==> src/rtl/mc_ctrl_pkg.sv <==
// mc_ctrl_pkg -- shared encodings for the multicycle control unit.
//   - mc_state_e : FSM state enum (one Moore state per datapath step)
//   - mux select / ALU control encodings driven onto the datapath
//   - data-processing cmd codes, Op field codes, condition codes
//   - cond_holds(): ARM condition evaluation against NZCV
package mc_ctrl_pkg;

  typedef enum logic [3:0] {
    S_FETCH, S_DECODE, S_MEMADR, S_MEMRD, S_MEMWB,
    S_MEMWR, S_EXECR, S_EXECI, S_ALUWB, S_BRANCH
  } mc_state_e;

  localparam logic [1:0] ALU_ADD = 2'b00;
  localparam logic [1:0] ALU_SUB = 2'b01;
  localparam logic [1:0] ALU_AND = 2'b10;
  localparam logic [1:0] ALU_ORR = 2'b11;

  localparam logic [1:0] SRCA_RD1  = 2'b00;
  localparam logic [1:0] SRCA_PC   = 2'b01;
  localparam logic [1:0] SRCA_ZERO = 2'b10;

  localparam logic [1:0] SRCB_RD2  = 2'b00;
  localparam logic [1:0] SRCB_IMM  = 2'b01;
  localparam logic [1:0] SRCB_FOUR = 2'b10;

  localparam logic [1:0] RES_ALUOUT    = 2'b00;
  localparam logic [1:0] RES_DATA      = 2'b01;
  localparam logic [1:0] RES_ALURESULT = 2'b10;

  localparam logic [1:0] OP_DP  = 2'b00;
  localparam logic [1:0] OP_MEM = 2'b01;
  localparam logic [1:0] OP_BR  = 2'b10;

  localparam logic [3:0] CMD_AND = 4'b0000;
  localparam logic [3:0] CMD_SUB = 4'b0010;
  localparam logic [3:0] CMD_ADD = 4'b0100;
  localparam logic [3:0] CMD_CMP = 4'b1010;
  localparam logic [3:0] CMD_ORR = 4'b1100;
  localparam logic [3:0] CMD_MOV = 4'b1101;

  localparam logic [3:0] COND_EQ = 4'b0000;
  localparam logic [3:0] COND_NE = 4'b0001;
  localparam logic [3:0] COND_CS = 4'b0010;
  localparam logic [3:0] COND_CC = 4'b0011;
  localparam logic [3:0] COND_MI = 4'b0100;
  localparam logic [3:0] COND_PL = 4'b0101;
  localparam logic [3:0] COND_VS = 4'b0110;
  localparam logic [3:0] COND_VC = 4'b0111;
  localparam logic [3:0] COND_HI = 4'b1000;
  localparam logic [3:0] COND_LS = 4'b1001;
  localparam logic [3:0] COND_GE = 4'b1010;
  localparam logic [3:0] COND_LT = 4'b1011;
  localparam logic [3:0] COND_GT = 4'b1100;
  localparam logic [3:0] COND_LE = 4'b1101;
  localparam logic [3:0] COND_AL = 4'b1110;

  // nzcv is {N, Z, C, V}; 1111 is treated as "never".
  function automatic logic cond_holds(input logic [3:0] cond, input logic [3:0] nzcv);
    logic n, z, c, v;
    {n, z, c, v} = nzcv;
    case (cond)
      COND_EQ: cond_holds = z;
      COND_NE: cond_holds = !z;
      COND_CS: cond_holds = c;
      COND_CC: cond_holds = !c;
      COND_MI: cond_holds = n;
      COND_PL: cond_holds = !n;
      COND_VS: cond_holds = v;
      COND_VC: cond_holds = !v;
      COND_HI: cond_holds = c && !z;
      COND_LS: cond_holds = !c || z;
      COND_GE: cond_holds = (n == v);
      COND_LT: cond_holds = (n != v);
      COND_GT: cond_holds = !z && (n == v);
      COND_LE: cond_holds = z || (n != v);
      COND_AL: cond_holds = 1'b1;
      default: cond_holds = 1'b0;
    endcase
  endfunction

endpackage

==> src/rtl/mc_cond_unit.sv <==
// mc_cond_unit -- NZCV flag registers and condition check.
//   clk, reset  : clock, asynchronous active-high reset (flags -> 0000)
//   cond        : instruction condition field (IR[31:28])
//   alu_flags   : NZCV produced by the ALU this cycle
//   flag_w      : [1] write N,Z  [0] write C,V (already qualified by state)
//   cond_ex     : condition passes against the stored (pre-update) flags
module mc_cond_unit
  import mc_ctrl_pkg::*;
(
  input  logic       clk,
  input  logic       reset,
  input  logic [3:0] cond,
  input  logic [3:0] alu_flags,
  input  logic [1:0] flag_w,
  output logic       cond_ex
);

  logic [3:0] flags_q, flags_d;

  assign cond_ex = cond_holds(cond, flags_q);

  // A flag group only updates if the instruction's own condition passes.
  always_comb begin
    flags_d = flags_q;
    if (flag_w[1] && cond_ex) flags_d[3:2] = alu_flags[3:2];
    if (flag_w[0] && cond_ex) flags_d[1:0] = alu_flags[1:0];
  end

  always_ff @(posedge clk or posedge reset) begin
    if (reset) flags_q <= 4'b0000;
    else       flags_q <= flags_d;
  end

endmodule

==> src/rtl/mc_control_fsm.sv <==
// mc_control_fsm -- multicycle control unit for the ARM-subset datapath.
//   clk, reset  : clock, asynchronous active-high reset (state -> FETCH)
//   Instr       : IR bits [31:12] (Instr[i] is IR bit i+12)
//   ALUFlags    : NZCV from the ALU this cycle
//   PCWrite, IRWrite, RegWrite, MemWrite : write strobes, forced 0 in reset
//   AdrSrc, RegSrc, ImmSrc, ALUSrcA, ALUSrcB, ResultSrc, ALUControl : selects
//   ByteLoad    : byte-load select; live only when MC_LDRB_EN is defined,
//                 otherwise tied 0 and LDRB behaves as LDR.
// Outputs are Moore: decoded combinationally from the state and Instr.
module mc_control_fsm
  import mc_ctrl_pkg::*;
(
  input  logic        clk,
  input  logic        reset,
  input  logic [19:0] Instr,
  input  logic [3:0]  ALUFlags,
  output logic        PCWrite,
  output logic        IRWrite,
  output logic        RegWrite,
  output logic        MemWrite,
  output logic        AdrSrc,
  output logic [1:0]  RegSrc,
  output logic [1:0]  ImmSrc,
  output logic [1:0]  ALUSrcA,
  output logic [1:0]  ALUSrcB,
  output logic [1:0]  ResultSrc,
  output logic [1:0]  ALUControl,
  output logic        ByteLoad
);

  mc_state_e state_q, state_d;

  logic [3:0] cond, cmd;
  logic [1:0] op;
  logic       imm_bit, sl_bit;
  logic       unused_ir_low;

  assign cond    = Instr[19:16];
  assign op      = Instr[15:14];
  assign imm_bit = Instr[13];
  assign cmd     = Instr[12:9];
  assign sl_bit  = Instr[8];            // S for data-processing, L for memory
  assign unused_ir_low = ^Instr[7:0];

  logic       is_exec, cond_ex;
  logic       next_pc, branch, reg_w, mem_w, ir_w;
  logic       no_write, is_mov, flag_w_nz;
  logic [1:0] alu_dp, flag_w;

  assign is_exec = (state_q == S_EXECR) || (state_q == S_EXECI);

  // Data-processing decode; only used in EXEC/ALUWB.
  always_comb begin
    alu_dp   = ALU_ADD;
    no_write = 1'b0;
    is_mov   = 1'b0;
    case (cmd)
      CMD_ADD: alu_dp = ALU_ADD;
      CMD_SUB: alu_dp = ALU_SUB;
      CMD_AND: alu_dp = ALU_AND;
      CMD_ORR: alu_dp = ALU_ORR;
      CMD_CMP: begin alu_dp = ALU_SUB; no_write = 1'b1; end
      CMD_MOV: is_mov = 1'b1;
      default: no_write = 1'b1;
    endcase
  end

  assign flag_w_nz = sl_bit || (cmd == CMD_CMP);
  assign flag_w = is_exec
    ? {flag_w_nz, flag_w_nz && (cmd == CMD_ADD || cmd == CMD_SUB || cmd == CMD_CMP)}
    : 2'b00;

  mc_cond_unit u_cond (
    .clk       (clk),
    .reset     (reset),
    .cond      (cond),
    .alu_flags (ALUFlags),
    .flag_w    (flag_w),
    .cond_ex   (cond_ex)
  );

  always_comb begin
    state_d = state_q;
    case (state_q)
      S_FETCH:  state_d = S_DECODE;
      S_DECODE: begin
        case (op)
          OP_MEM:  state_d = S_MEMADR;
          OP_BR:   state_d = S_BRANCH;
          OP_DP:   state_d = imm_bit ? S_EXECI : S_EXECR;
          default: state_d = S_FETCH;   // undefined Op: drop it
        endcase
      end
      S_MEMADR: state_d = sl_bit ? S_MEMRD : S_MEMWR;
      S_MEMRD:  state_d = S_MEMWB;
      S_EXECR,
      S_EXECI:  state_d = S_ALUWB;
      default:  state_d = S_FETCH;
    endcase
  end

  always_ff @(posedge clk or posedge reset) begin
    if (reset) state_q <= S_FETCH;
    else       state_q <= state_d;
  end

  always_comb begin
    next_pc    = 1'b0;
    branch     = 1'b0;
    reg_w      = 1'b0;
    mem_w      = 1'b0;
    ir_w       = 1'b0;
    AdrSrc     = 1'b0;
    ALUSrcA    = SRCA_RD1;
    ALUSrcB    = SRCB_RD2;
    ResultSrc  = RES_ALUOUT;
    ALUControl = ALU_ADD;
    case (state_q)
      S_FETCH: begin
        ir_w      = 1'b1;
        next_pc   = 1'b1;
        ALUSrcA   = SRCA_PC;
        ALUSrcB   = SRCB_FOUR;
        ResultSrc = RES_ALURESULT;
      end
      S_DECODE: begin           // PC+4 again -> PC+8 for R15 reads
        ALUSrcA   = SRCA_PC;
        ALUSrcB   = SRCB_FOUR;
        ResultSrc = RES_ALURESULT;
      end
      S_MEMADR: ALUSrcB = imm_bit ? SRCB_RD2 : SRCB_IMM;
      S_MEMRD:  AdrSrc = 1'b1;
      S_MEMWB: begin
        ResultSrc = RES_DATA;
        reg_w     = 1'b1;
      end
      S_MEMWR: begin
        AdrSrc = 1'b1;
        mem_w  = 1'b1;
      end
      S_EXECR, S_EXECI: begin
        ALUSrcB    = (state_q == S_EXECI) ? SRCB_IMM : SRCB_RD2;
        ALUSrcA    = is_mov ? SRCA_ZERO : SRCA_RD1;
        ALUControl = alu_dp;
      end
      S_ALUWB: reg_w = !no_write;
      S_BRANCH: begin
        ALUSrcB   = SRCB_IMM;
        ResultSrc = RES_ALURESULT;
        branch    = 1'b1;
      end
      default: ;
    endcase
  end

  assign ImmSrc = (op == 2'b11) ? 2'b00 : op;
  assign RegSrc = {(op == OP_MEM) && !sl_bit, op == OP_BR};

  assign PCWrite  = !reset && (next_pc || (branch && cond_ex));
  assign IRWrite  = !reset && ir_w;
  assign RegWrite = !reset && reg_w && cond_ex;
  assign MemWrite = !reset && mem_w && cond_ex;

`ifdef MC_LDRB_EN
  assign ByteLoad = ((state_q == S_MEMRD) || (state_q == S_MEMWB)) && (op == OP_MEM) && Instr[10];
`else
  assign ByteLoad = 1'b0;
`endif

endmodule

==> config.mk <==
export PLATFORM = sky130hd
export DESIGN_NAME = mc_control_fsm
export DESIGN_NICKNAME = d
export VERILOG_FILES = /design/src/rtl/mc_ctrl_pkg.sv /design/src/rtl/mc_cond_unit.sv /design/src/rtl/mc_control_fsm.sv
export SDC_FILE = /design/constraint.sdc
export NUM_CORES = 1
export LEC_CHECK = 0
export ABC_AREA = 1
export BUFFER_PORTS_ARGS = -buffer_cell sky130_fd_sc_hd__buf_2
export CAP_MARGIN = 20
export CELL_PAD_IN_SITES_DETAIL_PLACEMENT = 0
export CELL_PAD_IN_SITES_GLOBAL_PLACEMENT = 1
export CORE_UTILIZATION = 25
export CTS_CLUSTER_SIZE = 30
export DETAILED_ROUTE_END_ITERATION = 8
export HOLD_SLACK_MARGIN = 0.1
export PLACE_DENSITY_LB_ADDON = 0.1
export SYNTH_ARGS = -nofsm -noshare
export SYNTH_HDL_FRONTEND = slang
export SYNTH_HIERARCHICAL = 1
export SYNTH_SLANG_ARGS = --single-unit
==> constraint.sdc <==
create_clock -name clk -period 1.89 [get_ports clk]
set_input_delay 0.567 -clock clk [delete_from_list [all_inputs] [get_ports clk]]
set_output_delay 0.567 -clock clk [all_outputs]
set_load 0.03 [all_outputs]
# After elaboration in Yosys (flattened, before gate mapping)
# Cells that the tools add are included.
totals:
  register_bits: 8
  latchBits: 0
  ram_bits: 0
  romBits: 0
  in_bits: 26
  out_inout_bits: 18
  wordCells: 93
  n_memories: 0
classes:
  add_sub_neg: 0
  mul: 0
  n_div: 0
  n_lt_le_gt_ge: 0
  n_eq_ne: 33
  shifts: 0
  mux: 21
  bitwise: 0
  n_reduce_logical: 36
op_table:
  columns: ["op", "count"]
  rows:
  - ["equality test 4 bit (second input constant)", 12]
  - ["equality test 4 x 3 -> 1 bit (second input constant)", 9]
  - ["equality test 4 x 2 -> 1 bit (second input constant)", 5]
  - ["one-hot mux 4 bit (5 select lines)", 1]
  - ["one-hot mux 1 bit (15 select lines)", 1]
  - ["logical AND 1 bit", 13]
  - ["zero test 4 bit", 3]
  - ["one-hot mux 4 bit (3 select lines)", 1]
  - ["equality test 4 x 1 -> 1 bit (second input constant)", 2]
  - ["2-to-1 mux 1 bit", 8]
  - ["2-to-1 mux 2 bit", 4]
  - ["one-hot mux 2 bit (2 select lines)", 2]
  - ["one-hot mux 2 bit (4 select lines)", 1]
  - ["OR reduction 2 bit", 4]
  - ["logical OR 1 bit", 7]
  - ["zero test 1 bit", 6]
  - ["one-hot mux 2 bit (3 select lines)", 1]
  - ["OR reduction 5 bit", 1]
  - ["equality test 2 bit (second input constant)", 2]
  - ["2-to-1 mux 3 bit", 1]
  - ["OR reduction 3 bit", 1]
  - ["equality test 2 x 1 -> 1 bit (second input constant)", 1]
  - ["zero test 2 bit", 1]
  - ["one-hot mux 1 bit (2 select lines)", 1]
  - ["2 further kinds", 2]

# Logic depth before layout (Yosys ltp)
# Gate-level depths: netlist (run 1).
depth:
  ltp_word: 6
  mapped_depth: 12
  ltp_nobuf: 12

# Modules after synthesis
# The synthesis (run 1) kept the hierarchy.
modules_own_cells:
  columns: ["mod", "instances", "cells_each", "area_per_inst_um2", "seq_area_each_um2"]
  rows:
  - ["mc_control_fsm", 1, 79, 457.9, 100.1]
  - ["mc_cond_unit", 1, 68, 376.6, 100.1]

# Worst setup path before layout (run 1)
# No wires, ideal clock.
synth_timing:
  kind: "input -> output"
  start: "in Instr[18]"
  end: "out PCWrite"
  t_arrival_ps: 1691
  required_time_ps: 1323
  slack_ps: -368
  cell_stages: 10
  path_buffers: 0
  cell_sequence: "inv_1 -> nor2_1 -> nand2_1 -> nand2_1 -> nand2_1 -> nand2_1 -> nor2_2 -> nand2_2 -> nand2_1 -> o22ai_1"
synth_between:
  elab_chain_len: 5
  elab_cells_between_ends: 19
  classes_between: "14 x eq/ne; 1 x mux; 4 x reduce/logical"
synth_lines:
  columns: ["item", "line", "text"]
  rows:
  - ["from (decl)", "mc_control_fsm.sv:15", "input logic [19:0] Instr,"]
  - ["equality test 4 bit (tied with other cells)", "mc_ctrl_pkg.sv:61", "case (cond)"]
  - ["one-hot mux 1 bit (15 select lines) *", "mc_ctrl_pkg.sv:61", null]
  - ["named net cond_ex", "mc_control_fsm.sv:45", "logic is_exec, cond_ex;"]
  - ["logical AND 1 bit *", "mc_control_fsm.sv:159", "assign PCWrite = !reset && (next_pc || (branch && cond_ex));"]
  - ["logical OR 1 bit *", "mc_control_fsm.sv:159", null]
  - ["logical AND 1 bit *", "mc_control_fsm.sv:159", null]
  - ["to (decl)", "mc_control_fsm.sv:17", "output logic PCWrite,"]
# Mark *: on every way through the listed nets, which the timed path passes. The rest lies on a longest branch.

# Final worst setup path (run 1)
layout_timing:
  start: "in Instr[19]"
  end: "out PCWrite"
# Same word-level chain as after synthesis.

==> results.cfg, run 1 <==
[status]
status = finished with violations
violations = setup timing

[cells_and_area]
fill_cells = 349
final-instance-count-excl-fill = 244
syn_to_final_growth_pct = 73.6
final_nets = 228
drive_above_1_share_pct = 54.0
n_antenna_cell = 0

[grt]
gr-total-overflow = 0
antenna_found_initial = 0
grt_pass1_vias = 977
grtUsageTotal_pct = 13.7
grt_pass1_wl_mm = 3.80
grt_start_max_net_pins = 8

[yosys]
yosys_warnings = 6
synthCells = 147
syn_area_per_cell_um2 = 5.68
syn_area_um2 = 835
yosysSeqAreaShare_pct = 24.0
synth_nets = 173
synth-seq-cells = 8
ys_types = 23

[power]
vdd_drop_max_mv = 0.795
p_per_area_nw_per_um2 = 1080
switching_share_pct = 51.2
pwr-share-clk_pct = 7.7
seqPwrFrac_pct = 19.8
switchingPower_mw = 0.805
p_int_mw = 0.766
combPwrFrac_pct = 72.5
p_leak_nw = 0.753

[drt]
num_vias = 1078
routed_via_density = 4.42
postRouteAntennaNets = 0
wirelength_mm = 2.29
drc = 0
drt_first_pass_iters = 4
detail_route.iter0.violations = 47
wl_per_cell_um = 9.38

[floorplanning]
row_count = 20
dieArea_um2 = 3570
die_x_um = 59.8
start_util_pct = 26.9
die_h_um = 59.8
io_pins = 44
core_area_um2 = 3100

[min_path]
hold_class = in -> async

[clock_network]
htreeDepth = 1
tritoncts = done
cts_buffer_depth = 2
cts.clk_slew.worst_paths_ps = 50
clock-root-buffer = clkbuf_4
cts-buffers-inserted = 3
cts.sinks = 8
clk_latency_ps = 240

[critical_path]
r2r_start = u_cond/flags_q[3]$_DFFE_PP0P_
crit_chain = buf_8 -> inv_12 -> nor2_4 -> nand3_1 -> nand2_1 -> nand2_1 -> nand2_1 -> nor2_2 -> nand2_2 -> nand2_4 -> o22ai_4 -> buf_6
cp-start-kind = input port
required_ps = 1320
r2r_setup_slack_ps = 490
critPathArrivalTime_ps = 1580
slowest_stage = buf_6
worstSetupEndpoint = PCWrite
worst_path_most_repeated_cell = nand2_1
crit_start = Instr[19]
critical_path.max_stage_delay_ps = 150
worstSetupPathType = in -> out
end_kind = output pin
r2r-end = u_cond/flags_q[2]$_DFFE_PP0P_
cp_max_fo = 4
r2r_cells = 13

[timing]
fin_skew_ps = 0.273
period_share_pct = 113
rsz0062_at_grt = true
finalMaxSlewViolations = 0
setup_slack_ps = -254
max_freq_mhz = 466
setup_violations = 4
layout_min_cycle_time_ps = 2140
hold_violations = 0

[place]
place_inst = 233
io_buffers = 34
gp_congestion = 0.826
dpl.hpwl_mm = 1.88
pre_cts_slack_ps = -412

[run]
cap_violations = 0
==> worst max-delay path, delay by kind of cell <==
family	cells	cell delay, ps
buffers and inverters	3	290
AND/OR/NAND/NOR	8	590
AO/OA/AOI/OAI	1	110
==> cell usage in the layout, fill, tap and decap left out <==
master     n
nor2_4     8
o22ai_4    1
nand3_2    4
nand3_4    1
conb_1     1
nand2_2   13
nor3_2     1
buf_12     1
o31ai_2    1
buf_8      1
o22ai_1    1
nor2_1    12
inv_12     1
and2_4     1
o21ai_1    1
a21oi_1    1
inv_1     15
dfrtp_2    1
o21ai_0    1
o211ai_1   2
inv_2     10
buf_4     23
nand3b_1   2
nand4_1    1
nor3_1     2
dfrtp_1    7
buf_6      7
clkbuf_4   3
nand3_1   14
o21ai_2    1
nand2_4    2
buf_2     20
nand2_1   32
a21oi_2    2
nor2_2     6
==> Yosys cell counts <==
| library cell | number | share of area, % |
|---|---|---|
| nand2_2 | 4 | 3.0 |
| nor2_2 | 2 | 1.5 |
| a21oi_1 | 3 | 1.8 |
| and2_4 | 1 | 1.0 |
| nor2_4 | 2 | 2.7 |
| dfrtp_1 | 8 | 24 |
| nand3b_1 | 2 | 1.8 |
| nand2_1 | 43 | 19 |
| buf_4 | 2 | 1.8 |
| o31ai_1 | 1 | 0.90 |
| inv_2 | 5 | 2.2 |
| conb_1 | 1 | 0.45 |
| inv_1 | 21 | 9.4 |
| nand3_1 | 19 | 11 |
| nand4_1 | 1 | 0.75 |
| nor3_1 | 2 | 1.2 |
| nor2_1 | 22 | 9.9 |
| o21ai_0 | 1 | 0.60 |
| nor3_2 | 1 | 1.2 |
| o21ai_2 | 1 | 1.0 |
| o211ai_1 | 2 | 1.8 |
| o21ai_1 | 1 | 0.60 |
| o22ai_1 | 2 | 1.5 |
==> timing repair <==
action,in CTS,in global routing
setup endpoints to repair,9,12
pin swaps,7,12
gates resized for setup,26,31
buffers inserted,5,3
hold buffers,0,0
==> per-layer routing <==
layer  up-vias  wire length [µm]  global-route usage (%)
met5         -                 0                       0
met4         0                19                    5.32
met3         2                79                    2.16
met2        27              1230                    24.6
met1       480               960                    16.1
li1        569                 -                       -
==> flip-flops by register name (all words and copies together), names as in the netlist <==
name / flops
state_q: 4
u_cond/flags_q: 4
==> area by class of cell <==
cell class                 instances  area, µm²  area share, %
multi-input combinational        111        673           46.5
timing repair buffer              52        387           26.7
inverter                          26        110           7.60
clock buffer                       3       22.5           1.55
tap                               44       55.1           3.80
sequential                         8        201           13.9
==> power groups by stage <==
stage	sequential (mW)	combinational (mW)	clock (mW)
3_3_place_gp	0.308	0.881	0
5_1_grt	0.321	1.23	0.138
2_1_floorplan	0.298	0.635	0
4_1_cts	0.311	1.01	0.124
3_5_place_dp	0.308	0.883	0
6_report	0.312	1.14	0.121
==> how the worst min path moves through the flow <==
stage | startpoint | to
6_report | reset | u_cond/flags_q[2]$_DFFE_PP0P_
5_1_grt | reset | u_cond/flags_q[2]$_DFFE_PP0P_
4_1_cts | reset | u_cond/flags_q[2]$_DFFE_PP0P_
3_5_place_dp | u_cond/flags_q[1]$_DFFE_PP0P_ | u_cond/flags_q[1]$_DFFE_PP0P_
3_3_place_gp | u_cond/flags_q[1]$_DFFE_PP0P_ | u_cond/flags_q[1]$_DFFE_PP0P_
2_1_floorplan | reset | u_cond/flags_q[0]$_DFFE_PP0P_
==> per-stage QoR <==
stage / utilization [%] / power, mW / hold slack [ps] / TNS [ps] / instance area [µm²]
after floorplan: - / 0.933 / 333 / -115 / 911
after global placement: 38.5 / 1.19 / 497 / -1110 / 1200
after detailed placement: 38.5 / 1.19 / 505 / -1190 / 1200
after CTS: 43.1 / 1.45 / 249 / -723 / 1340
after global routing: 46.7 / 1.69 / 257 / -1370 / 1450
final: 46.7 / 1.57 / 247 / -741 / 1450
==> logic make-up (layout without fill, tap and decap cells) <==
kind of cell    count (synthesis)  in the layout  share of synthesized area, %
other cells                     1              1                         0.449
buf+inv                        28             81                          13.5
simple gates                   99             99                          53.8
compound gates                 11             11                          8.24
flops                           8              8                          24.0
Note: power is estimated with default switching activity, not from simulation.
==> run 2: changes to the inputs <==
--- a/config.mk
+++ b/config.mk
@@ -11,6 +11,7 @@
 export CELL_PAD_IN_SITES_DETAIL_PLACEMENT = 0
 export CELL_PAD_IN_SITES_GLOBAL_PLACEMENT = 1
 export CORE_UTILIZATION = 25
+export CTS_BUF_LIST = sky130_fd_sc_hd__clkbuf_16
 export CTS_CLUSTER_SIZE = 30
 export DETAILED_ROUTE_END_ITERATION = 8
 export HOLD_SLACK_MARGIN = 0.1
==> run 2 against run 1 <==
The run still ends with setup timing left. Setup slack improved by 0.98 ps. Sequential share of layout area decreased by 0.26 points. Via count increased by 0.93%. Worst hold slack improved by 18 ps. Sequential power about the same. Clock skew increased by 1.0 ps. Largest cell class unchanged.
==> results.cfg, run 2 (synthesis results as in run 1) <==
[status]
status = finished with violations
violations = setup timing

[floorplanning]
row_count = 20
dieArea_um2 = 3570
start_util_pct = 26.9
io_pins = 44
core_area_um2 = 3100
die_x_um = 59.8
die_h_um = 59.8

[drt]
drt_first_pass_iters = 4
drc = 0
routed.top_layer = met4
detail_route.iter0.violations = 47
routed_via_density = 4.50
num_vias = 1088
wl_per_cell_um = 9.55
route.met2.wl_mm = 1.24
wl_met3_um = 91
postRouteAntennaNets = 0
drt-met1-wl_um = 961
wirelength_mm = 2.31

[timing]
setup_violations = 3
max_freq_mhz = 467
period_share_pct = 113
layout_min_cycle_time_ps = 2140
setup_slack_ps = -253
whs_ps = 265
finalMaxSlewViolations = 0
hold_violations = 0
setup_tns_ps = -704
rsz0062_at_grt = true
fin_skew_ps = 1.28

[critical_path]
critical_path.max_stage_delay_ps = 170
critPathArrivalTime_ps = 1580
slowest_stage = a21oi_1
r2r_start = u_cond/flags_q[3]$_DFFE_PP0P_
cp_max_fo = 4
end_kind = output pin
r2r-end = u_cond/flags_q[2]$_DFFE_PP0P_
worstSetupPathType = in -> out
cp-start-kind = input port
r2r_cells = 13
crit_buf_inv = 2
required_ps = 1320
critical-path-top-delay-family = simple AND/OR/NAND/NOR gates
crit_chain = buf_4 -> nor2_1 -> nand2_1 -> a21oi_1 -> nor2_2 -> nand2_2 -> nand2_4 -> o22ai_4 -> buf_6
r2r_setup_slack_ps = 490

[clock_network]
cts_buffer_depth = 2
cts.sinks = 8
htreeDepth = 1
clk_latency_ps = 230
clock-root-buffer = clkbuf_16
cts-buffers-inserted = 3
tritoncts = done
cts.clk_slew.worst_paths_ps = 30

[cells_and_area]
layout_commonest_cell = nand2_1
syn_to_final_growth_pct = 76.9
top_regs = state_q (4), u_cond/flags_q (4)
drive_above_1_share_pct = 52.5
finalInstanceArea_um2 = 1480
n_antenna_cell = 0
final-instance-count-excl-fill = 242
final_nets = 226
post-route-util_pct = 47.6
fill_cells = 347
final_cell_mix = nand2_1, buf_4, buf_2, inv_1, nand3_1

[grt]
grt_pass1_wl_mm = 3.84
gr-total-overflow = 0
grt_start_max_net_pins = 8
antenna_found_initial = 0
grtUsageTotal_pct = 14.0
grt_pass1_vias = 1005

[power]
combPwrFrac_pct = 62.1
switching_share_pct = 46.9
p_int_mw = 0.921
finalPower_mw = 1.73
pwr-share-clk_pct = 19.7
p_per_area_nw_per_um2 = 1170
switchingPower_mw = 0.812
seqPwrFrac_pct = 18.1
p_leak_nw = 0.765
vdd_drop_max_mv = 1.05

[place]
place_inst = 233
io_buffers = 34
postPlaceCellArea_um2 = 1200
pre_cts_slack_ps = -412
gp_congestion = 0.826
dpl.hpwl_mm = 1.88

[min_path]
hold_class = in -> async

[run]
cap_violations = 0
==> run 2: cell types whose count changed in the layout (fill, tap and decap cells not counted), moves of 2 or more <==
cell,change
clkbuf_16,+3
buf_2,-2
clkbuf_4,-2
nand2_1,+2
nand2_2,-2
==> run 2: cell type report <==
type | instances | area, µm² | area share, %
multi-input cells | 111 | 663 | 44.9
repair buffers | 50 | 369 | 25.0
flip-flops and latches | 8 | 201 | 13.6
inverters | 26 | 113 | 7.63
clock buffers | 3 | 75.1 | 5.08
well taps | 44 | 55.1 | 3.73
==> run 2: power groups by stage <==
stage	Sequential [mW]	Combinational, mW	Clock (mW)
final	0.314	1.08	0.342
after global routing	0.322	1.17	0.359
after CTS	0.309	0.983	0.348
after detailed placement	0.308	0.883	0
after global placement	0.308	0.881	0
after floorplan	0.298	0.635	0
==> run 2: per-layer routing <==
| metal | track usage (%) | up-vias |
|---|---|---|
| li1 | - | 564 |
| met5 | 0 | - |
| met2 | 25.2 | 29 |
| met3 | 2.16 | 2 |
| met4 | 6.64 | 0 |
| met1 | 15.8 | 493 |
==> run 2: worst reg2reg max path, stage by stage (launching register included) <==
cell and delay (ps):
dfrtp_1 400, inv_2 80, nand2_2 60, nand2_2 80, nand2_2 60, nand2_1 50, nand2_1 40, nand2_1 70
nor2_2 40, nand2_2 80, buf_4 150, nand2_2 60, nand2_1 60, nand2_1 50
==> run 2: what timing repair did <==
item | 4_1_cts | 5_1_grt
setup buffers | 4 | 2
gates resized for setup | 26 | 32
hold buffers | 0 | 0
pin swaps | 8 | 8
setup endpoints to repair | 8 | 10
==> run 2: worst max path at each step <==
stage / from / end / depth (start not counted)
after floorplan: Instr[19] / PCWrite / 10
after global placement: Instr[19] / PCWrite / 11
after detailed placement: Instr[19] / PCWrite / 11
after CTS: Instr[19] / PCWrite / 12
after global routing: u_cond/flags_q[0]$_DFFE_PP0P_ / PCWrite / 12
final: Instr[18] / PCWrite / 9
